**config.mk**
```make
export PLATFORM = sky130hd
export DESIGN_NAME = uart_cmd_decoder
export DESIGN_NICKNAME = d
export VERILOG_FILES = /design/src/rtl/text_pkg.sv /design/src/rtl/uart_cmd_decoder.sv
export SDC_FILE = /design/constraint.sdc
export NUM_CORES = 1
export LEC_CHECK = 0
export CELL_PAD_IN_SITES_DETAIL_PLACEMENT = 1
export CELL_PAD_IN_SITES_GLOBAL_PLACEMENT = 2
export CORE_MARGIN = 5
export CORE_UTILIZATION = 38
export DETAILED_ROUTE_END_ITERATION = 10
export PLACE_DENSITY_LB_ADDON = 0.1
export SKIP_LAST_GASP = 1
export SYNTH_ARGS = -nofsm -noshare
export SYNTH_HDL_FRONTEND = slang
export SYNTH_SLANG_ARGS = --single-unit
```
**constraint.sdc**
```tcl
create_clock -name clk -period 5 [get_ports clk]
set_input_delay 0.75 -clock clk [delete_from_list [all_inputs] [get_ports clk]]
set_output_delay 0.75 -clock clk [all_outputs]
set_load 0.01 [all_outputs]
```
**src/rtl/text_pkg.sv**
```systemverilog
// text_pkg: text-mode geometry and command decoder states shared by the text datapath
package text_pkg;
    localparam int TEXT_COLS   = 80;
    localparam int TEXT_ROWS   = 30;
    localparam int TEXT_ADDR_W = 12;
    typedef enum logic [1:0] {S_COL, S_ROW, S_CHAR} state_t;
endpackage

```
**src/rtl/uart_cmd_decoder.sv**
```systemverilog
// uart_cmd_decoder: assembles column/row/char byte triples into text RAM writes
module uart_cmd_decoder
    import text_pkg::*;
#(
    parameter int COLS    = TEXT_COLS,
    parameter int ROWS    = TEXT_ROWS,
    parameter int ADDR_W  = TEXT_ADDR_W,
    parameter int TIMEOUT = 65536
) (
    input  logic              clk,
    input  logic              rst,
    input  logic [7:0]        rx_data,
    input  logic              rx_valid,
    output logic              wr_en,
    output logic [ADDR_W-1:0] wr_addr,
    output logic [7:0]        wr_data,
    output logic              err_range,
    output logic              err_timeout,
    output logic              busy
);
    localparam int CNT_W = $clog2(TIMEOUT);
    state_t state, state_n;
    logic [7:0] col_q, row_q;
    logic [CNT_W-1:0] cnt;
    logic expire, in_range, do_wr, do_err;
    assign busy = state != S_COL;
    always_comb begin
        in_range = int'(col_q) < COLS && int'(row_q) < ROWS;
        // an arriving byte always beats a timeout on the same cycle
        expire   = busy && !rx_valid && cnt == CNT_W'(TIMEOUT - 1);
        do_wr    = rx_valid && state == S_CHAR && in_range;
        do_err   = rx_valid && state == S_CHAR && !in_range;
        state_n  = state;
        if (rx_valid)
            state_n = state == S_COL ? S_ROW : state == S_ROW ? S_CHAR : S_COL;
        else if (expire)
            state_n = S_COL;
    end
    always_ff @(posedge clk or posedge rst) begin
        if (rst) begin
            state       <= S_COL;
            col_q       <= '0;
            row_q       <= '0;
            cnt         <= '0;
            wr_en       <= 1'b0;
            wr_addr     <= '0;
            wr_data     <= '0;
            err_range   <= 1'b0;
            err_timeout <= 1'b0;
        end else begin
            state       <= state_n;
            wr_en       <= do_wr;
            err_range   <= do_err;
            err_timeout <= expire;
            cnt         <= (rx_valid || !busy || expire) ? '0 : cnt + 1'b1;
            col_q       <= (rx_valid && state == S_COL) ? rx_data : expire ? '0 : col_q;
            row_q       <= (rx_valid && state == S_ROW) ? rx_data : expire ? '0 : row_q;
            if (do_wr) begin
                wr_addr <= ADDR_W'(int'(row_q) * COLS + int'(col_q));
                wr_data <= rx_data;
            end
        end
    end
endmodule

```
==> out/metrics.csv, run 1 <==
stage,metric,value,unit
global_routing,antenna_found_initial,0,
synthesis,synth.distinct_cells,34,
clock_tree,cts.sink_count,57,
sta,relSlewSlack,33.84,%
detailed_routing,drt_wl_total,5.911,mm
sta,finalSetupTns,0,ps
sta,setup_violations,0,
detailed_routing,num_vias,1948,
setup_path,cp.arrival,2650,ps
power_and_ir_drop,switching_share,37.55,%
synthesis,synth_warnings,0,
setup_path,path_cells,ha_1 > ha_1 > fa_1 > xor2_1 > nand2_1 > nor4b_1 > xnor2_1 > o21ai_0,
sta,fin_crit,2483,ps
clock_tree,htreeDepth,3,
setup_path,max_stage_delay,440,ps
placement,io_buffer_count,34,
placement,pre_cts_ws,2238,ps
clock_tree,path_clk_slew,60,ps
detailed_routing,firstDrtPassIters,4,
synthesis,synth_fp_nets,286,
power_and_ir_drop,ir_drop,271.9,µV
sta,rsz0062_at_grt,no,
synthesis,synth_area,0.002755,mm²
final_layout,nets,324,
clock_tree,cts_buffers,9,
sta,timing.fmax,402.7,MHz
floorplan,dieWidth,95.15,µm
floorplan,io_pins,35,
global_routing,overflow,0,
global_routing,track_usage,14.90,%
power_and_ir_drop,switchingPower,0.7787,mW
power_and_ir_drop,powerDensity,619.2,mW/mm²
sta,worst_slew_pin_slew,990.0,ps
clock_tree,hold_buffers,0,
hold_path,min_path_type,reg -> reg,
floorplan,die_h,95.15,µm
sta,period_share,49.67,%
setup_path,required,5170,ps
floorplan,initial_core_util,38.60,%
detailed_routing,drtIter0Drc,26,
floorplan,dieArea,0.009054,mm²
power_and_ir_drop,pwr-share-clk,18.1,%
setup_path,worstSetupPathType,reg -> reg,
synthesis,yosysSeqAreaShare,51.77,%
setup_path,cp_max_fo,5,
detailed_routing,wire_per_inst,14.81,µm
floorplan,placement_rows,31,
synthesis,ys_ff_latch,57,
setup_path,cp_common_cell,ha_1,
clock_tree,cts_root_buf,clkbuf_8,
clock_tree,cts_max_path_buffers,2,
clock_tree,clock_latency,330,ps
clock_tree,post_cts_buffers,0,
placement,dpl.hpwl,4.341,mm
synthesis,synth.largest_area_cell,dfrtp_1,
clock_tree,cts_tree,yes,
final_layout,drive_gt1_share,10.67,%
setup_path,critPathSlowestCell,dfrtp_1,
sta,fin_worst_skew,8.094,ps
run,maxCapViolations,0,
sta,timing.final.hold_violations,0,
synthesis,synth_top_area_share,51.77,%
power_and_ir_drop,seqPwrFrac,34.8,%
setup_path,end_kind,register,
placement,gp_congestion,0.7067,
final_layout,syn2layout_area_growth,21.57,%
synthesis,synth.area.top_cells,"dfrtp_1 (52%), ha_1 (6.4%), mux2_2 (5.3%)",
global_routing,grt_pass1_vias,2066,
synthesis,postSynthAreaPerCell,10.64,µm²
power_and_ir_drop,p_int,1.295,mW
global_routing,grt_max_degree,42,
power_and_ir_drop,p_leak,1.565,nW
setup_path,critPathLaunchType,register,
sta,slew_violations,0,
sta,setup_slack,2517,ps
clock_tree,ctsResizeCount,0,
global_routing,grt_pass1_wl,10.23,mm
detailed_routing,vias_per_cell,4.882,
synthesis,syn_inst,259,
detailed_routing,ant_nets,0,
floorplan,coreArea,0.007137,mm²
final_layout,insertedDiodeCount,0,
detailed_routing,remaining_drc_errors,0,
run_status,outcome,"finished, final reports clean",
power_and_ir_drop,pwr-share-comb,47.1,%
## worst max-delay path, delay by kind of cell (launching register included)
kind / cells / cell delay, ps
fa+ha+maj: 3 / 950
flops: 1 / 440
xor+xnor: 2 / 390
compound gates: 1 / 80
simple gates: 2 / 470
## logic make-up (layout without fill, tap and decap cells)
group / count (synthesis) / after routing / synth area share (%)
AND/OR/NAND/NOR: 95 / 95 / 16.21
flip-flops: 57 / 57 / 51.77
AO/OA/AOI/OAI: 29 / 29 / 5.631
XOR/XNOR: 23 / 23 / 7.312
multiplexers: 21 / 21 / 8.220
buffers and inverters: 18 / 59 / 3.042
adder cells (fa/ha/maj): 16 / 16 / 7.811
## sequential cells by signal, summed over array words and instances, names as in the netlist
signal	count
wr_addr	12
state	2
wr_en	1
err_timeout	1
cnt	16
col_q	8
err_range	1
wr_data	8
row_q	8
## cell type report
cell class	count	area, µm²
Clock buffer	11	151.4
Clock inverter	3	17.52
Fill cell	840	3787
Inverter	10	37.54
Multi-Input combinational cell	184	1245
Sequential cell	57	1426
Tap cell	99	123.9
Timing Repair Buffer	35	347.8
## stage by stage
| stage | utilization (%) | instances | hold slack (ps) | instance area, µm² | power (mW) |
|---|---|---|---|---|---|
| 2_1_floorplan | - | 259 | 465.1 | 2755 | 1.381 |
| 3_3_place_gp | 44.57 | 385 | 463.1 | 3181 | 1.696 |
| 3_5_place_dp | 44.57 | 385 | 469.1 | 3181 | 1.727 |
| 4_1_cts | 46.93 | 399 | 482.6 | 3349 | 2.115 |
| 5_1_grt | 46.93 | 399 | 520.4 | 3349 | 2.271 |
| 6_report | 46.93 | 399 | 476.9 | 3349 | 2.074 |
## power groups by stage
stage	sequential, mW	clock (mW)	combinational, mW
finish	0.722	0.375	0.977
global route	0.745	0.409	1.12
CTS	0.724	0.388	1.00
detailed placement	0.731	0	0.996
global placement	0.727	0	0.969
floorplan	0.732	0	0.649
## worst paths after layout
kind	cells past startpoint	slack [ps]	to	startpoint
worst min register to register	2	480	wr_addr[11]$_DFFE_PP0P_	wr_addr[11]$_DFFE_PP0P_
max in group asynchronous	3	3420	wr_addr[1]$_DFFE_PP0P_	rst
worst max-delay path	8	2520	wr_addr[11]$_DFFE_PP0P_	row_q[1]$_DFFE_PP0P_
min in group asynchronous	2	720	row_q[7]$_DFFE_PP0P_	rst
worst min-delay path	2	480	wr_addr[11]$_DFFE_PP0P_	wr_addr[11]$_DFFE_PP0P_
worst max register to register	8	2520	wr_addr[11]$_DFFE_PP0P_	row_q[1]$_DFFE_PP0P_
## cell usage after synthesis, drive strengths merged
master,number
a21o,2
dfrtp,57
nor4,1
clkbuf,3
nor2b,1
a21oi,15
and4,2
nand3b,2
nor4b,1
buf,5
nand3,9
nand2,32
nor3,3
inv,10
xnor2,9
mux2,13
nand4,4
and3,5
and2,1
o31ai,1
o21ai,10
ha,14
mux2i,8
nor2,30
nand2b,2
xor2,14
or3,1
or2,1
fa,2
a211oi,1
## layout by cell type, fill, tap and decap left out, drive strengths merged
| master | count |
|---|---|
| ha | 14 |
| a21o | 2 |
| and2 | 1 |
| a21oi | 15 |
| mux2i | 8 |
| nand3b | 2 |
| clkbuf | 11 |
| nor3 | 3 |
| buf | 1 |
| mux2 | 13 |
| nor4b | 1 |
| clkdlybuf4s50 | 34 |
| nand4 | 4 |
| nand2 | 32 |
| xnor2 | 9 |
| nor2 | 30 |
| or2 | 1 |
| inv | 10 |
| and4 | 2 |
| nor2b | 1 |
| nand2b | 2 |
| o21ai | 10 |
| fa | 2 |
| nor4 | 1 |
| o31ai | 1 |
| clkinvlp | 1 |
| or3 | 1 |
| a211oi | 1 |
| clkinv | 2 |
| dfrtp | 57 |
| and3 | 5 |
| xor2 | 14 |
| nand3 | 9 |
## per-layer routing
layer  global-route usage [%]  up-vias  part of all wire [%]
met5                        0        -                     0
met4                    7.572        0                   1.9
met3                    3.473       11                   4.1
met2                    20.99       36                    42
met1                    21.22      959                    52
li1                         -      942                     -
No activity file was read; power rests on OpenSTA's default activity.
==> inputs of run 2 (changes only) <==
--- a/config.mk
+++ b/config.mk
@@ -8,7 +8,7 @@
 export CELL_PAD_IN_SITES_DETAIL_PLACEMENT = 1
 export CELL_PAD_IN_SITES_GLOBAL_PLACEMENT = 2
 export CORE_MARGIN = 5
-export CORE_UTILIZATION = 38
+export CORE_UTILIZATION = 36
 export DETAILED_ROUTE_END_ITERATION = 10
 export PLACE_DENSITY_LB_ADDON = 0.1
 export SKIP_LAST_GASP = 1
==> constraint.sdc (replaced) <==
create_clock -name clk -period 2.55 [get_ports clk]
set_input_delay 0.3825 -clock clk [delete_from_list [all_inputs] [get_ports clk]]
set_output_delay 0.3825 -clock clk [all_outputs]
set_load 0.01 [all_outputs]
==> out/metrics.csv, run 2 (synthesis results as in run 1) <==
stage,metric,value,unit
sta,setup_violations,0,
global_routing,overflow,0,
global_routing,grt_pass1_vias,2077,
setup_path,reg2regPathDepth,8,
placement,pre_cts_ws,140.1,ps
sta,fin_worst_skew,5.242,ps
sta,relSlewSlack,59.73,%
sta,worst_slew_pin_slew,602.2,ps
global_routing,track_usage,13.59,%
final_layout,largest-register,cnt,
final_layout,n_fill_cell,860,
power_and_ir_drop,p_leak,1.611,nW
floorplan,die_h,97.48,µm
power_and_ir_drop,powerDensity,1235,mW/mm²
sta,timing.final.hold_violations,0,
sta,fin_crit,2325,ps
sta,setup_slack,225.2,ps
final_layout,syn2layout_area_growth,25.02,%
run_status,outcome,"finished, final reports clean",
setup_path,cp_max_fo,4,
placement,gp_congestion,0.7324,
clock_tree,clock_latency,330,ps
detailed_routing,firstDrtPassIters,4,
setup_path,r2r_slack,230,ps
placement,dpl_cell_area,0.003224,mm²
global_routing,grt_max_degree,40,
detailed_routing,ant_nets,0,
final_layout,design_area,0.003445,mm²
floorplan,placement_rows,32,
final_layout,layoutNonFillerInstCount,405,
power_and_ir_drop,switchingPower,1.528,mW
floorplan,initial_core_util,36.22,%
setup_path,cp_num_buf_inv,0,
final_layout,largest_reg_flops,16,
placement,dp.cells,390,
final_layout,reg_top3,"cnt (16), wr_addr (12)",
global_routing,grt_pass1_wl,10.23,mm
clock_tree,cts_root_buf,clkbuf_8,
final_layout,layout_commonest_cell,dfrtp_1,
setup_path,cpLargestDelayFamily,adder cells,
sta,fin_hold_ws,367.2,ps
floorplan,io_pins,35,
final_layout,drive_gt1_share,11.88,%
floorplan,dieArea,0.009502,mm²
sta,timing.fmax,430.1,MHz
clock_tree,path_clk_slew,60,ps
power_and_ir_drop,p_int,2.725,mW
final_layout,insertedDiodeCount,0,
run,maxCapViolations,0,
detailed_routing,num_vias,1963,
setup_path,r2r_start,row_q[3]$_DFFE_PP0P_,
setup_path,path_cells,ha_1 > ha_1 > fa_1 > xor2_1 > nand2_1 > nor4b_2 > xnor2_1 > o21ai_0,
sta,finalSetupTns,0,ps
clock_tree,cts_max_path_buffers,2,
sta,rsz0062_at_grt,no,
detailed_routing,vias_per_cell,4.847,
setup_path,cp.arrival,2530,ps
final_layout,fin_util,45.28,%
clock_tree,cts_tree,yes,
final_layout,nets,326,
power_and_ir_drop,pwr-share-comb,46.1,%
power_and_ir_drop,p_total,4.252,mW
sta,slew_violations,0,
setup_path,max_stage_delay,410,ps
setup_path,path_depth,8,
setup_path,critPathSlowestCell,dfrtp_1,
setup_path,required,2760,ps
setup_path,cp_common_cell,ha_1,
clock_tree,hold_buffers,0,
detailed_routing,wire_per_inst,15.02,µm
power_and_ir_drop,switching_share,35.92,%
clock_tree,cts_buffers,9,
final_layout,layout_common_cells,"dfrtp_1 (57), clkdlybuf4s50_1 (34), nand2_1 (32)",
floorplan,dieWidth,97.48,µm
power_and_ir_drop,seqPwrFrac,32.9,%
hold_path,min_path_type,in -> async,
detailed_routing,drt_wl_total,6.083,mm
global_routing,antenna_found_initial,0,
floorplan,coreArea,0.007607,mm²
setup_path,reg2reg_to,wr_addr[11]$_DFFE_PP0P_,
detailed_routing,drtIter0Drc,25,
power_and_ir_drop,pwr-share-clk,21.1,%
placement,io_buffer_count,34,
setup_path,critPathLaunchType,register,
sta,period_share,91.17,%
clock_tree,cts.sink_count,57,
setup_path,worstSetupPathType,reg -> reg,
detailed_routing,remaining_drc_errors,0,
setup_path,end_kind,register,
clock_tree,htreeDepth,3,
power_and_ir_drop,ir_drop,450.4,µV
placement,dpl.hpwl,4.426,mm
-- run 2: per-layer routing --
metal  share of wire (%)  GRT usage (%)  vias to the layer above
met4                 2.0          6.709                        0
met1                  50          18.63                      963
met3                 3.6          2.943                       10
met5                   0              0                        -
met2                  45          20.24                       39
li1                    -              -                      951
-- run 2: final cells by class --
class                   count  area (µm²)  share of cell area (%)
clock buffers              13       178.9                   5.194
clock inverters             2       35.03                   1.017
inverters                  10       37.54                   1.090
multi-input cells         184        1251                   36.32
flip-flops and latches     57        1426                   41.41
well taps                 102       127.6                   3.705
repair buffers             37       387.9                   11.26
-- run 2: repair_timing --
action	CTS	global route
buffers inserted	0	0
endpoints found under the setup margin	0	1
resized for setup	0	1
-- run 2: worst max-delay path by stage --
stage                               from  slack (ps)                 endpoint
floorplan           row_q[1]$_DFFE_PP0P_         300  wr_addr[11]$_DFFE_PP0P_
global placement    row_q[3]$_DFFE_PP0P_         220  wr_addr[11]$_DFFE_PP0P_
detailed placement  row_q[3]$_DFFE_PP0P_         140  wr_addr[11]$_DFFE_PP0P_
CTS                 row_q[3]$_DFFE_PP0P_         140  wr_addr[11]$_DFFE_PP0P_
global route        row_q[3]$_DFFE_PP0P_          50  wr_addr[11]$_DFFE_PP0P_
finish              row_q[3]$_DFFE_PP0P_         230  wr_addr[11]$_DFFE_PP0P_
-- run 2: power groups by stage --
stage	sequential, mW	clock, mW	combinational (mW)
5_1_grt	1.44	0.979	2.22
3_5_place_dp	1.42	0	1.96
2_1_floorplan	1.44	0	1.27
3_3_place_gp	1.40	0	1.94
6_report	1.40	0.897	1.96
4_1_cts	1.40	0.934	1.98
